**config.mk**
```make
export PLATFORM = sky130hd
export DESIGN_NAME = multicycle_control
export DESIGN_NICKNAME = d
export VERILOG_FILES = /design/src/rtl/riscv_ctrl_pkg.sv /design/src/rtl/multicycle_control_alu_decoder.sv /design/src/rtl/multicycle_control.sv
export SDC_FILE = /design/constraint.sdc
export NUM_CORES = 1
export LEC_CHECK = 0
export CAP_MARGIN = 15
export CORE_ASPECT_RATIO = 0.8
export CORE_MARGIN = 1
export CORE_UTILIZATION = 42
export CTS_BUF_LIST = sky130_fd_sc_hd__clkbuf_4 sky130_fd_sc_hd__clkbuf_8 sky130_fd_sc_hd__clkbuf_16
export DETAILED_ROUTE_END_ITERATION = 12
export PLACE_DENSITY = 0.79
export REMOVE_ABC_BUFFERS = 1
export SKIP_LAST_GASP = 1
export SLEW_MARGIN = 40
export SYNTH_ARGS = -nofsm -noshare
export SYNTH_HDL_FRONTEND = slang
export SYNTH_SLANG_ARGS = --single-unit
```
**constraint.sdc**
```tcl
create_clock -name clk -period 2.52 [get_ports clk]
set_input_delay 0.504 -clock clk [delete_from_list [all_inputs] [get_ports clk]]
set_output_delay 0.504 -clock clk [all_outputs]
set_load 0.01 [all_outputs]
```
**src/rtl/riscv_ctrl_pkg.sv**
```systemverilog
// Shared encodings for the multicycle RV32I control path: FSM states, opcodes,
// immediate formats, datapath mux selects and ALU operations.
package riscv_ctrl_pkg;

    typedef enum logic [3:0] {
        S_FETCH    = 4'd0,
        S_DECODE   = 4'd1,
        S_MEMADR   = 4'd2,
        S_MEMREAD  = 4'd3,
        S_MEMWB    = 4'd4,
        S_MEMWRITE = 4'd5,
        S_EXECUTER = 4'd6,
        S_EXECUTEI = 4'd7,
        S_ALUWB    = 4'd8,
        S_BRANCH   = 4'd9,
        S_JAL      = 4'd10,
        S_UPPER    = 4'd11,
        S_ILLEGAL  = 4'd12
    } state_t;

    typedef enum logic [1:0] {
        ALUOP_ADD   = 2'd0,
        ALUOP_SUB   = 2'd1,
        ALUOP_FUNCT = 2'd2
    } alu_op_t;

    localparam logic [6:0] OP_LOAD   = 7'b0000011;
    localparam logic [6:0] OP_STORE  = 7'b0100011;
    localparam logic [6:0] OP_RTYPE  = 7'b0110011;
    localparam logic [6:0] OP_ITYPE  = 7'b0010011;
    localparam logic [6:0] OP_BRANCH = 7'b1100011;
    localparam logic [6:0] OP_JAL    = 7'b1101111;
    localparam logic [6:0] OP_JALR   = 7'b1100111;
    localparam logic [6:0] OP_LUI    = 7'b0110111;
    localparam logic [6:0] OP_AUIPC  = 7'b0010111;

    localparam logic [2:0] IMM_NONE = 3'b000;
    localparam logic [2:0] IMM_R    = 3'b001;
    localparam logic [2:0] IMM_I    = 3'b010;
    localparam logic [2:0] IMM_S    = 3'b011;
    localparam logic [2:0] IMM_B    = 3'b100;
    localparam logic [2:0] IMM_U    = 3'b101;
    localparam logic [2:0] IMM_J    = 3'b110;

    localparam logic [1:0] SRCA_PC    = 2'b00;
    localparam logic [1:0] SRCA_OLDPC = 2'b01;
    localparam logic [1:0] SRCA_RS1   = 2'b10;
    localparam logic [1:0] SRCA_ZERO  = 2'b11;

    localparam logic [1:0] SRCB_RS2  = 2'b00;
    localparam logic [1:0] SRCB_IMM  = 2'b01;
    localparam logic [1:0] SRCB_FOUR = 2'b10;

    localparam logic [1:0] RES_ALUOUT = 2'b00;
    localparam logic [1:0] RES_RDATA  = 2'b01;
    localparam logic [1:0] RES_ALU    = 2'b10;

    localparam logic [2:0] ALU_ADD = 3'b000;
    localparam logic [2:0] ALU_SUB = 3'b001;
    localparam logic [2:0] ALU_AND = 3'b010;
    localparam logic [2:0] ALU_OR  = 3'b011;
    localparam logic [2:0] ALU_SLT = 3'b101;

    function automatic logic [2:0] imm_sel(input logic [6:0] op);
        logic [2:0] sel;
        case (op)
            OP_RTYPE:                   sel = IMM_R;
            OP_LOAD, OP_ITYPE, OP_JALR: sel = IMM_I;
            OP_STORE:                   sel = IMM_S;
            OP_BRANCH:                  sel = IMM_B;
            OP_LUI, OP_AUIPC:           sel = IMM_U;
            OP_JAL:                     sel = IMM_J;
            default:                    sel = IMM_NONE;
        endcase
        return sel;
    endfunction

endpackage

```
**src/rtl/multicycle_control_alu_decoder.sv**
```systemverilog
// ALU operation decode: fixed add/sub for address and compare steps, funct3/funct7
// decode for R- and I-type arithmetic, plus a flag for unsupported funct3 values.
module alu_decoder
    import riscv_ctrl_pkg::*;
(
    input  alu_op_t    alu_op,
    input  logic [2:0] funct3,
    input  logic       funct7b5,
    input  logic       op5,
    output logic [2:0] alu_control,
    output logic       funct_illegal
);

    logic [2:0] funct_ctrl;

    // funct_illegal depends on funct3 only, so the FSM can read it without a
    // combinational path back through alu_op.
    always_comb begin
        funct_ctrl    = ALU_ADD;
        funct_illegal = 1'b0;
        case (funct3)
            3'b000:  funct_ctrl = (op5 && funct7b5) ? ALU_SUB : ALU_ADD;
            3'b010:  funct_ctrl = ALU_SLT;
            3'b110:  funct_ctrl = ALU_OR;
            3'b111:  funct_ctrl = ALU_AND;
            default: funct_illegal = 1'b1;
        endcase
    end

    always_comb begin
        case (alu_op)
            ALUOP_SUB:   alu_control = ALU_SUB;
            ALUOP_FUNCT: alu_control = funct_ctrl;
            default:     alu_control = ALU_ADD;
        endcase
    end

endmodule

```
**src/rtl/multicycle_control.sv**
```systemverilog
// Main Moore control FSM of the multicycle RV32I core: sequences fetch, decode,
// execute, memory and writeback, and drives all datapath enables and selects.
module multicycle_control
    import riscv_ctrl_pkg::*;
(
    input  logic       clk,
    input  logic       reset,
    input  logic [6:0] opcode,
    input  logic [2:0] funct3,
    input  logic       funct7b5,
    input  logic       zero,
    input  logic       mem_ready,
    output logic       mem_req,
    output logic       mem_write,
    output logic       adr_src,
    output logic       ir_write,
    output logic       pc_write,
    output logic       reg_write,
    output logic [1:0] alu_src_a,
    output logic [1:0] alu_src_b,
    output logic [1:0] result_src,
    output logic [2:0] alu_control,
    output logic [2:0] imm_control,
    output logic       illegal
);

    state_t  state, state_n;
    alu_op_t alu_op;
    logic    funct_illegal;
    logic    ir_write_c, pc_write_c, reg_write_c;

    always_ff @(posedge clk or posedge reset) begin
        if (reset) state <= S_FETCH;
        else       state <= state_n;
    end

    always_comb begin
        case (state)
            S_EXECUTER, S_EXECUTEI: alu_op = ALUOP_FUNCT;
            S_BRANCH:               alu_op = ALUOP_SUB;
            default:                alu_op = ALUOP_ADD;
        endcase
    end

    alu_decoder u_alu_decoder (
        .alu_op       (alu_op),
        .funct3       (funct3),
        .funct7b5     (funct7b5),
        .op5          (opcode[5]),
        .alu_control  (alu_control),
        .funct_illegal(funct_illegal)
    );

    always_comb begin
        state_n     = state;
        mem_req     = 1'b0;
        mem_write   = 1'b0;
        adr_src     = 1'b0;
        ir_write_c  = 1'b0;
        pc_write_c  = 1'b0;
        reg_write_c = 1'b0;
        alu_src_a   = SRCA_PC;
        alu_src_b   = SRCB_RS2;
        result_src  = RES_ALUOUT;
        illegal     = 1'b0;
        case (state)
            S_FETCH: begin
                mem_req    = 1'b1;
                alu_src_b  = SRCB_FOUR;
                result_src = RES_ALU;
                ir_write_c = mem_ready;
                pc_write_c = mem_ready;
                if (mem_ready) state_n = S_DECODE;
            end
            S_DECODE: begin
                alu_src_a = SRCA_OLDPC;
                alu_src_b = SRCB_IMM;
                case (opcode)
                    OP_LOAD, OP_STORE: state_n = S_MEMADR;
                    OP_RTYPE:          state_n = S_EXECUTER;
                    OP_ITYPE:          state_n = S_EXECUTEI;
                    OP_BRANCH:         state_n = S_BRANCH;
                    OP_JAL:            state_n = S_JAL;
                    OP_LUI, OP_AUIPC:  state_n = S_UPPER;
                    default:           state_n = S_ILLEGAL;
                endcase
            end
            S_MEMADR: begin
                alu_src_a = SRCA_RS1;
                alu_src_b = SRCB_IMM;
                // Loads and stores differ only in opcode bit 5.
                state_n   = opcode[5] ? S_MEMWRITE : S_MEMREAD;
            end
            S_MEMREAD: begin
                mem_req = 1'b1;
                adr_src = 1'b1;
                if (mem_ready) state_n = S_MEMWB;
            end
            S_MEMWB: begin
                result_src  = RES_RDATA;
                reg_write_c = 1'b1;
                state_n     = S_FETCH;
            end
            S_MEMWRITE: begin
                mem_req   = 1'b1;
                mem_write = 1'b1;
                adr_src   = 1'b1;
                if (mem_ready) state_n = S_FETCH;
            end
            S_EXECUTER: begin
                alu_src_a = SRCA_RS1;
                alu_src_b = SRCB_RS2;
                state_n   = funct_illegal ? S_ILLEGAL : S_ALUWB;
            end
            S_EXECUTEI: begin
                alu_src_a = SRCA_RS1;
                alu_src_b = SRCB_IMM;
                state_n   = funct_illegal ? S_ILLEGAL : S_ALUWB;
            end
            S_ALUWB: begin
                reg_write_c = 1'b1;
                state_n     = S_FETCH;
            end
            S_BRANCH: begin
                alu_src_a  = SRCA_RS1;
                alu_src_b  = SRCB_RS2;
                // funct3[0] inverts the sense: beq takes on zero, bne on non-zero.
                pc_write_c = zero ^ funct3[0];
                state_n    = S_FETCH;
            end
            S_JAL: begin
                alu_src_a  = SRCA_OLDPC;
                alu_src_b  = SRCB_FOUR;
                pc_write_c = 1'b1;
                state_n    = S_ALUWB;
            end
            S_UPPER: begin
                alu_src_a = opcode[5] ? SRCA_ZERO : SRCA_OLDPC;
                alu_src_b = SRCB_IMM;
                state_n   = S_ALUWB;
            end
            S_ILLEGAL: begin
                illegal = 1'b1;
            end
            default: state_n = S_FETCH;
        endcase
    end

    // Architectural write enables are masked while reset is held.
    assign ir_write    = ir_write_c & ~reset;
    assign pc_write    = pc_write_c & ~reset;
    assign reg_write   = reg_write_c & ~reset;
    assign imm_control = imm_sel(opcode);

endmodule

```
==> results summary, run 1 <==
The top achievable clock speed is 412 MHz. The portion of the clock cycle consumed by the worst path in the final layout came out at 0.964. The leakage power total came out at 0.570 nW.

The via count came out at 1,031. The detail-routed net length per standard cell came out at 13.0 um. The fill cell total of the finished layout is 142. Sorting the synthesized cells by how often they occur yields sky130_fd_sc_hd__nor2_1 (17), sky130_fd_sc_hd__nand2_1 (11), sky130_fd_sc_hd__nand2b_1 (10). The hold buffer count at CTS came out at 0. The number of flops mapped to enable cells by yosys came out at 0.

The first-pass iteration count of the detailed router is 4. The number of buffers between clock root and the deepest sink came out at 2. The root buffer cell is sky130_fd_sc_hd__clkbuf_4. The pin slew with the least headroom to its limit is 0.324 ns.

The number of maximum-capacitance violations is 0. The net switching fraction of the power is 0.440. The final core utilization is 0.756. The timing endpoint of the critical path is alu_control[2]. The number of buffers inserted by port buffering came out at 33. The setup violation total in the final timing report is 0. The hold violation count in the final report came out at 0. The flow ran to the end, and the final reports show no timing, DRC or antenna violations. In the synthesized netlist the async set-or-reset flop fraction comes to 1.00. For this run, the leading register cell type out of synthesis is sky130_fd_sc_hd__dfrtp_1. The average vias per placed instance is 5.51. Pin placement for this block handled 34 I/O pins. The critical path is of the reg2out type. The aggregate routed wire length came out at 2430 um. In this run the power spent charging and discharging nets is 382 uW. The placeable core region is 1710 um^2.

The slack of the worst reg-to-reg path is 1.03 ns. The depth of the worst register-to-register path came out at 5. The most critical setup path has its startpoint at state[2]$_DFFE_PP0P_. The number of levels in the clock H-tree came out at 1. The total count of max-transition violations in the final report came out at 0. Once detailed placement completed, the half-perimeter wirelength came to 1860 um. Synthesis produced 120 cells.

In the final layout, the registers with the most flip-flops are state (4). For this run, the number of Yosys warnings is 0. For the worst setup path, the data arrival time is 1.93 ns. The critical path endpoint category is an output pin. At the worst endpoint, the required time is 2.02 ns. The shortest period the worst path allows came out at 2.43 ns. sky130_fd_sc_hd__nor2_1 is the most common cell in the netlist.

The area share of the largest cell type after synthesis is 0.125. The per-instance average area after synthesis is 6.65 um^2. The critical path startpoint category is a register. The endpoint identified for the worst register-to-register timing path is state[2]$_DFFE_PP0P_. In the post-synthesis netlist, the biggest area contributors are sky130_fd_sc_hd__dfrtp_1 (13%), sky130_fd_sc_hd__nor2_1 (8.0%), sky130_fd_sc_hd__nand2b_1 (7.8%), sky130_fd_sc_hd__nand2_1 (5.2%), sky130_fd_sc_hd__a21oi_1 (5.0%). The proportion of synthesized chip area in sequential cells is 0.125. The worst pin sits at a relative slew slack of 0.778. The clock network power share is 0.090. The worst hold slack after final layout came out at 0.528 ns. CTS saw 4 sinks.

In the final design database the tool counted 184 nets. The relative contribution of combinational cells to total power is 0.792. The violation count after the first detailed-routing iteration is 17. The width of the die is 50.7 um. The global-route wire length before repair came out at 3850 um.

After clock tree synthesis, the clock-pin slew on the worst setup and hold paths is 0.04 ns. The fraction of layout instances using a drive strength above 1 came out at 0.206. The flip-flop and latch count after synthesis is 4. In the global route stage, overall resource usage came out at 0.253. The mapped netlist covers 798 um^2.

The effective utilization at floorplan came out at 0.467. The clock skew after layout is 0.00367 ns. The final antenna-violating net count is 0. The share of total power in sequential cells is 0.118.

The number of flip-flops under the largest register name is 4. The internal portion of the total power is 486 uW. In this run the worst path has a maximum fanout of 2.

The pin count of the biggest net entering global routing is 25. The type of the worst min-delay path is in2async. The initial antenna violation count came out at 0. The die is 41.0 um tall.

The register with the most flip-flops in the final layout is state. The register cell area after layout is 100 um^2. Routability-driven placement finished with a final weighted congestion of 0.841. The startpoint of the worst register-to-register path is state[2]$_DFFE_PP0P_. The full die area is 2080 um^2. TritonCTS built the clock tree. For this design the ratio of total power to cell area is 673 nW/um^2. The number of rows created at floorplan is 13. The number of diodes added for antenna fixing is 0. The count of cell types in the netlist is 37.

Summed over all layers, the global routing overflow is 0. Setup repair after global routing could not meet its margin everywhere. The via count of the first global-routing pass came to 885. The biggest area contributor in the post-synthesis netlist is sky130_fd_sc_hd__dfrtp_1.

The clock buffer count from CTS is 3. The worst-skew pair later-pin latency came out at 0.23 ns. The DRC violations left came out at 0. The worst-case vdd ir drop is 0.583 mV. The area of combinational cells with multiple inputs is 626 um^2. The total power is 868 uW. The area growth from synthesis to layout is 61.8%.
==> layout by cell type, fill, tap and decap left out, drive strengths merged, types with 3 or more instances in the layout <==
master	n
nand2b	10
and3	3
dfrtp	4
a211oi	3
dlygate4sd2	7
inv	5
clkbuf	4
nor2	17
nand2	11
nor4	3
buf	20
xnor2	3
a31oi	3
or3	3
mux2i	3
a21oi	8
nor3	8
o21ai	4
clkdlybuf4s50	23
==> worst min path at each step <==
stage	cells past startpoint	startpoint	end	slack [ns]
floorplan	1	reset	state[0]$_DFFE_PP0P_	0.28
global placement	2	state[2]$_DFFE_PP0P_	state[1]$_DFFE_PP0P_	0.69
detailed placement	2	state[2]$_DFFE_PP0P_	state[1]$_DFFE_PP0P_	0.70
CTS	2	reset	state[2]$_DFFE_PP0P_	0.53
global route	2	reset	state[2]$_DFFE_PP0P_	0.55
finish	2	reset	state[2]$_DFFE_PP0P_	0.53
==> cell type report <==
class	instances	share of cell area
clock buffers	3	0.0174
inverters	5	0.0145
flip-flops and latches	4	0.0775
repair buffers	53	0.385
well taps	22	0.0213
multi-input cells	100	0.484
==> critical path: stages (launching register included) <==
cell                       delay (ns)
sky130_fd_sc_hd__dfrtp_1         0.41
sky130_fd_sc_hd__nor2_2          0.13
sky130_fd_sc_hd__nand2_1         0.08
sky130_fd_sc_hd__or2_2           0.29
sky130_fd_sc_hd__ha_1            0.34
sky130_fd_sc_hd__nor4_2          0.27
sky130_fd_sc_hd__clkbuf_2        0.18
==> layer usage <==
layer  wire [um]  up-vias  global-route usage
li1            -      520                   -
met1        1020      468               0.285
met2        1250       41               0.487
met3         136        2              0.0481
met4          16        0               0.111
met5           0        -                   0
==> stage by stage <==
step	area (um^2)	instances	setup WS [ns]	TNS, ns
2_1_floorplan	733	109	0.0930	0
3_3_place_gp	1250	183	-0.0933	-0.325
3_5_place_dp	1250	183	-0.132	-0.612
4_1_cts	1270	187	-0.0598	-0.0598
5_1_grt	1290	187	-0.0502	-0.0964
6_report	1290	187	0.0903	0
==> timing repair <==
action                     in CTS  in global routing
resized for setup              10                  9
setup buffers                   1                  0
setup endpoints to repair       8                  5
==> cells by family after synthesis <==
logic type | after synthesis | share of synthesized area
AO/OA/AOI/OAI | 24 | 0.205
XOR/XNOR | 5 | 0.0549
adder cells (fa/ha/maj) | 2 | 0.0313
buffers and inverters | 16 | 0.105
flip-flops | 4 | 0.125
multiplexers | 3 | 0.0376
AND/OR/NAND/NOR | 66 | 0.440
==> power by group through the flow <==
stage	Sequential (mW)	Clock, mW	Combinational (mW)
3_3_place_gp	0.0990	0	0.639
2_1_floorplan	0.163	0	0.281
3_5_place_dp	0.0987	0	0.665
6_report	0.102	0.0784	0.688
4_1_cts	0.0995	0.0802	0.668
5_1_grt	0.105	0.0873	0.755
Power figures use the tool's default switching activity.
==> run 2: changes to the inputs <==
--- a/config.mk
+++ b/config.mk
@@ -10,6 +10,7 @@
 export CORE_MARGIN = 1
 export CORE_UTILIZATION = 42
 export CTS_BUF_LIST = sky130_fd_sc_hd__clkbuf_4 sky130_fd_sc_hd__clkbuf_8 sky130_fd_sc_hd__clkbuf_16
+export CTS_CLUSTER_SIZE = 10
 export DETAILED_ROUTE_END_ITERATION = 12
 export PLACE_DENSITY = 0.79
 export REMOVE_ABC_BUFFERS = 1
==> results of run 2 <==
No change in the layout: final DEF, timing and power equal those of run 1.
==> run 3: changes to the inputs <==
==> constraint.sdc (replaced) <==
create_clock -name clk -period 2.5 [get_ports clk]
set_input_delay 0.5 -clock clk [delete_from_list [all_inputs] [get_ports clk]]
set_output_delay 0.5 -clock clk [all_outputs]
set_load 0.01 [all_outputs]
==> results summary, run 3 (synthesized netlist as in run 1, its figures left out) <==
Based on the critical path, the design can be clocked at up to 416 MHz. The via count of the first global-routing pass came to 927. The die is 50.7 um wide. state holds more flip-flops than any other register. The largest registers in the layout are state (4).

The clock tree from TritonCTS is done. The fraction of layout instances using a drive strength above 1 is 0.200. The aggregate routed wire length came out at 2490 um. The global-route usage over all layers came out at 0.263.

Prior to clock tree synthesis, the placed netlist has a worst setup slack of -0.127 ns. The pin count of the biggest net entering global routing is 25. The type of the worst min-delay path is in2async.

Leaving out fill and tap cells, the most frequent cell in the layout is sky130_fd_sc_hd__clkdlybuf4s50_1. The number of top-level pins is 34. The endpoint of the worst-slack reg-to-reg timing path is state[2]$_DFFE_PP0P_.

The hold violation count in the final report came out at 0. Global routing finished with a remaining overflow of 0. The worst-skew pair later-pin latency came out at 0.25 ns. Along the worst path, the maximum fanout reaches 21. The data arrival time of the critical path came out at 1.90 ns. For the worst flop-to-flop path, the logic depth is 5. The power density of the placed cells is 690 nW/um^2. The critical path ends at alu_src_b[0]. The global-route wire length before repair came out at 4010 um. In this run the critical register-to-register path is launched from state[2]$_DFFE_PP0P_. Compared with the post-synthesis result, the final layout area differs by 61.6%. The worst setup path startpoint is state[2]$_DFFE_PP0P_.

The detail-routed net length per standard cell is 13.3 um. The run finished with clean final reports. The number of diodes added for antenna fixing came out at 0. The final net count is 184. STA classifies the critical path endpoint as an output pin.

The endpoint required time on the critical path came out at 2.00 ns. After clock tree synthesis, the flow added hold-fix buffers numbering 0. The average vias per placed instance came out at 5.60.

The effective utilization at floorplan is 0.467. The final antenna-violating net count is 0. Routability-driven placement finished with a final weighted congestion of 0.837.

The floorplan step defined a die boundary enclosing 2080 um^2. The number of buffers inserted by port buffering came out at 33. The shortest period the worst path allows came out at 2.40 ns. The clock skew after layout is 0.00365 ns. The number of levels in the clock H-tree is 1. Clock tree synthesis found a total of 4 sinks. The number of maximum-capacitance violations came out at 0. After clock tree synthesis, the clock-pin slew on the worst setup and hold paths is 0.04 ns. The DRC violations left came out at 0.

STA classifies the critical path startpoint as a register. The chip height came out at 41.0 um. The number of rows created at floorplan is 13. The setup violation total in the final timing report came out at 0. In this run the standard cell core region covers 1710 um^2. The via count came out at 1,047. The initial antenna violation count came out at 0. The pin slew with the least headroom to its limit came out at 0.324 ns. The total count of max-transition violations in the final report came out at 0. The wire-length estimate of the detail-placed layout is 1870 um.

The worst-case vdd ir drop came out at 0.581 mV. The leakage power total came out at 0.558 nW. The first-pass iteration count of the detailed router is 4. No sink is reached through more buffers than the 2 on the longest clock path. Setup repair after global routing could not meet its margin everywhere. The number of flip-flops under the largest register name is 4.

The worst hold slack after final layout came out at 0.504 ns. Leaving out fill and tap cells, the most frequent cells in the layout are sky130_fd_sc_hd__clkdlybuf4s50_1 (23), sky130_fd_sc_hd__buf_4 (18), sky130_fd_sc_hd__nor2_1 (15). The portion of the clock cycle consumed by the worst path in the final layout came out at 0.961. The worst slew margin relative to its limit is 0.778. The startpoint-to-endpoint class of the critical path is reg2out. The root buffer cell is sky130_fd_sc_hd__clkbuf_4. The final core utilization came out at 0.755. The detailed router finished its first iteration with 22 violations. Buffers inserted during clock tree synthesis total 3. In this run the register-to-register setup slack is 1.03 ns. The minimum setup slack in the final design is 0.0978 ns.
==> run 3: cell types whose count changed in the layout (fill, tap and decap cells not counted) <==
cell / delta
sky130_fd_sc_hd__dlygate4sd2_1: +1
sky130_fd_sc_hd__dlymetal6s2s_1: -1
sky130_fd_sc_hd__nor4_1: +1
sky130_fd_sc_hd__nor4_2: -2
sky130_fd_sc_hd__nor4_4: +1
==> run 3: report_power, final <==
part / switching [mW] / internal (mW)
Combinational: 0.342 / 0.359
Clock: 0.0321 / 0.0541
Sequential: 0.0169 / 0.0853
==> run 3: worst min-delay path by stage <==
stage | end | slack [ns] | cells past startpoint
final | state[2]$_DFFE_PP0P_ | 0.50 | 2
after global routing | state[2]$_DFFE_PP0P_ | 0.54 | 2
after CTS | state[2]$_DFFE_PP0P_ | 0.51 | 2
after detailed placement | state[1]$_DFFE_PP0P_ | 0.69 | 2
after global placement | state[1]$_DFFE_PP0P_ | 0.69 | 2
after floorplan | state[0]$_DFFE_PP0P_ | 0.28 | 1
==> run 3: routing by layer <==
metal	share of wire	vias to the layer above	global-route usage
li1	-	521	-
met1	0.42	483	0.295
met2	0.51	41	0.530
met3	0.054	2	0.0370
met4	0.0084	0	0.0972
met5	0	-	0
==> run 3: stage by stage <==
stage / instances / power, mW / setup TNS [ns] / cell area, um^2
2_1_floorplan: 109 / 0.447 / 0 / 733
3_3_place_gp: 183 / 0.744 / -0.378 / 1250
3_5_place_dp: 183 / 0.765 / -0.569 / 1250
4_1_cts: 187 / 0.854 / -0.0354 / 1270
5_1_grt: 187 / 0.965 / -0.0396 / 1290
6_report: 187 / 0.890 / 0 / 1290
==> run 3: layout make-up <==
class | instances | area (um^2)
Timing Repair Buffer | 53 | 493
Clock buffer | 3 | 22.5
Inverter | 5 | 18.8
Fill cell | 144 | 418
Sequential cell | 4 | 100
Tap cell | 22 | 27.5
Multi-Input combinational cell | 100 | 628
==> run 3: timing repair <==
item / 4_1_cts / 5_1_grt
buffers inserted: 1 / 0
cloned: 0 / 0
resized for setup: 11 / 9
endpoints found under the setup margin: 8 / 4
==> run 3: worst max-delay path, cell delays in order (launching register included) <==
cell and delay (ns):
sky130_fd_sc_hd__dfrtp_1 0.40, sky130_fd_sc_hd__buf_12 0.17, sky130_fd_sc_hd__nand2b_1 0.18, sky130_fd_sc_hd__nor2_2 0.14, sky130_fd_sc_hd__a21oi_1 0.05, sky130_fd_sc_hd__o21ai_0 0.14
sky130_fd_sc_hd__clkdlybuf4s50_1 0.56
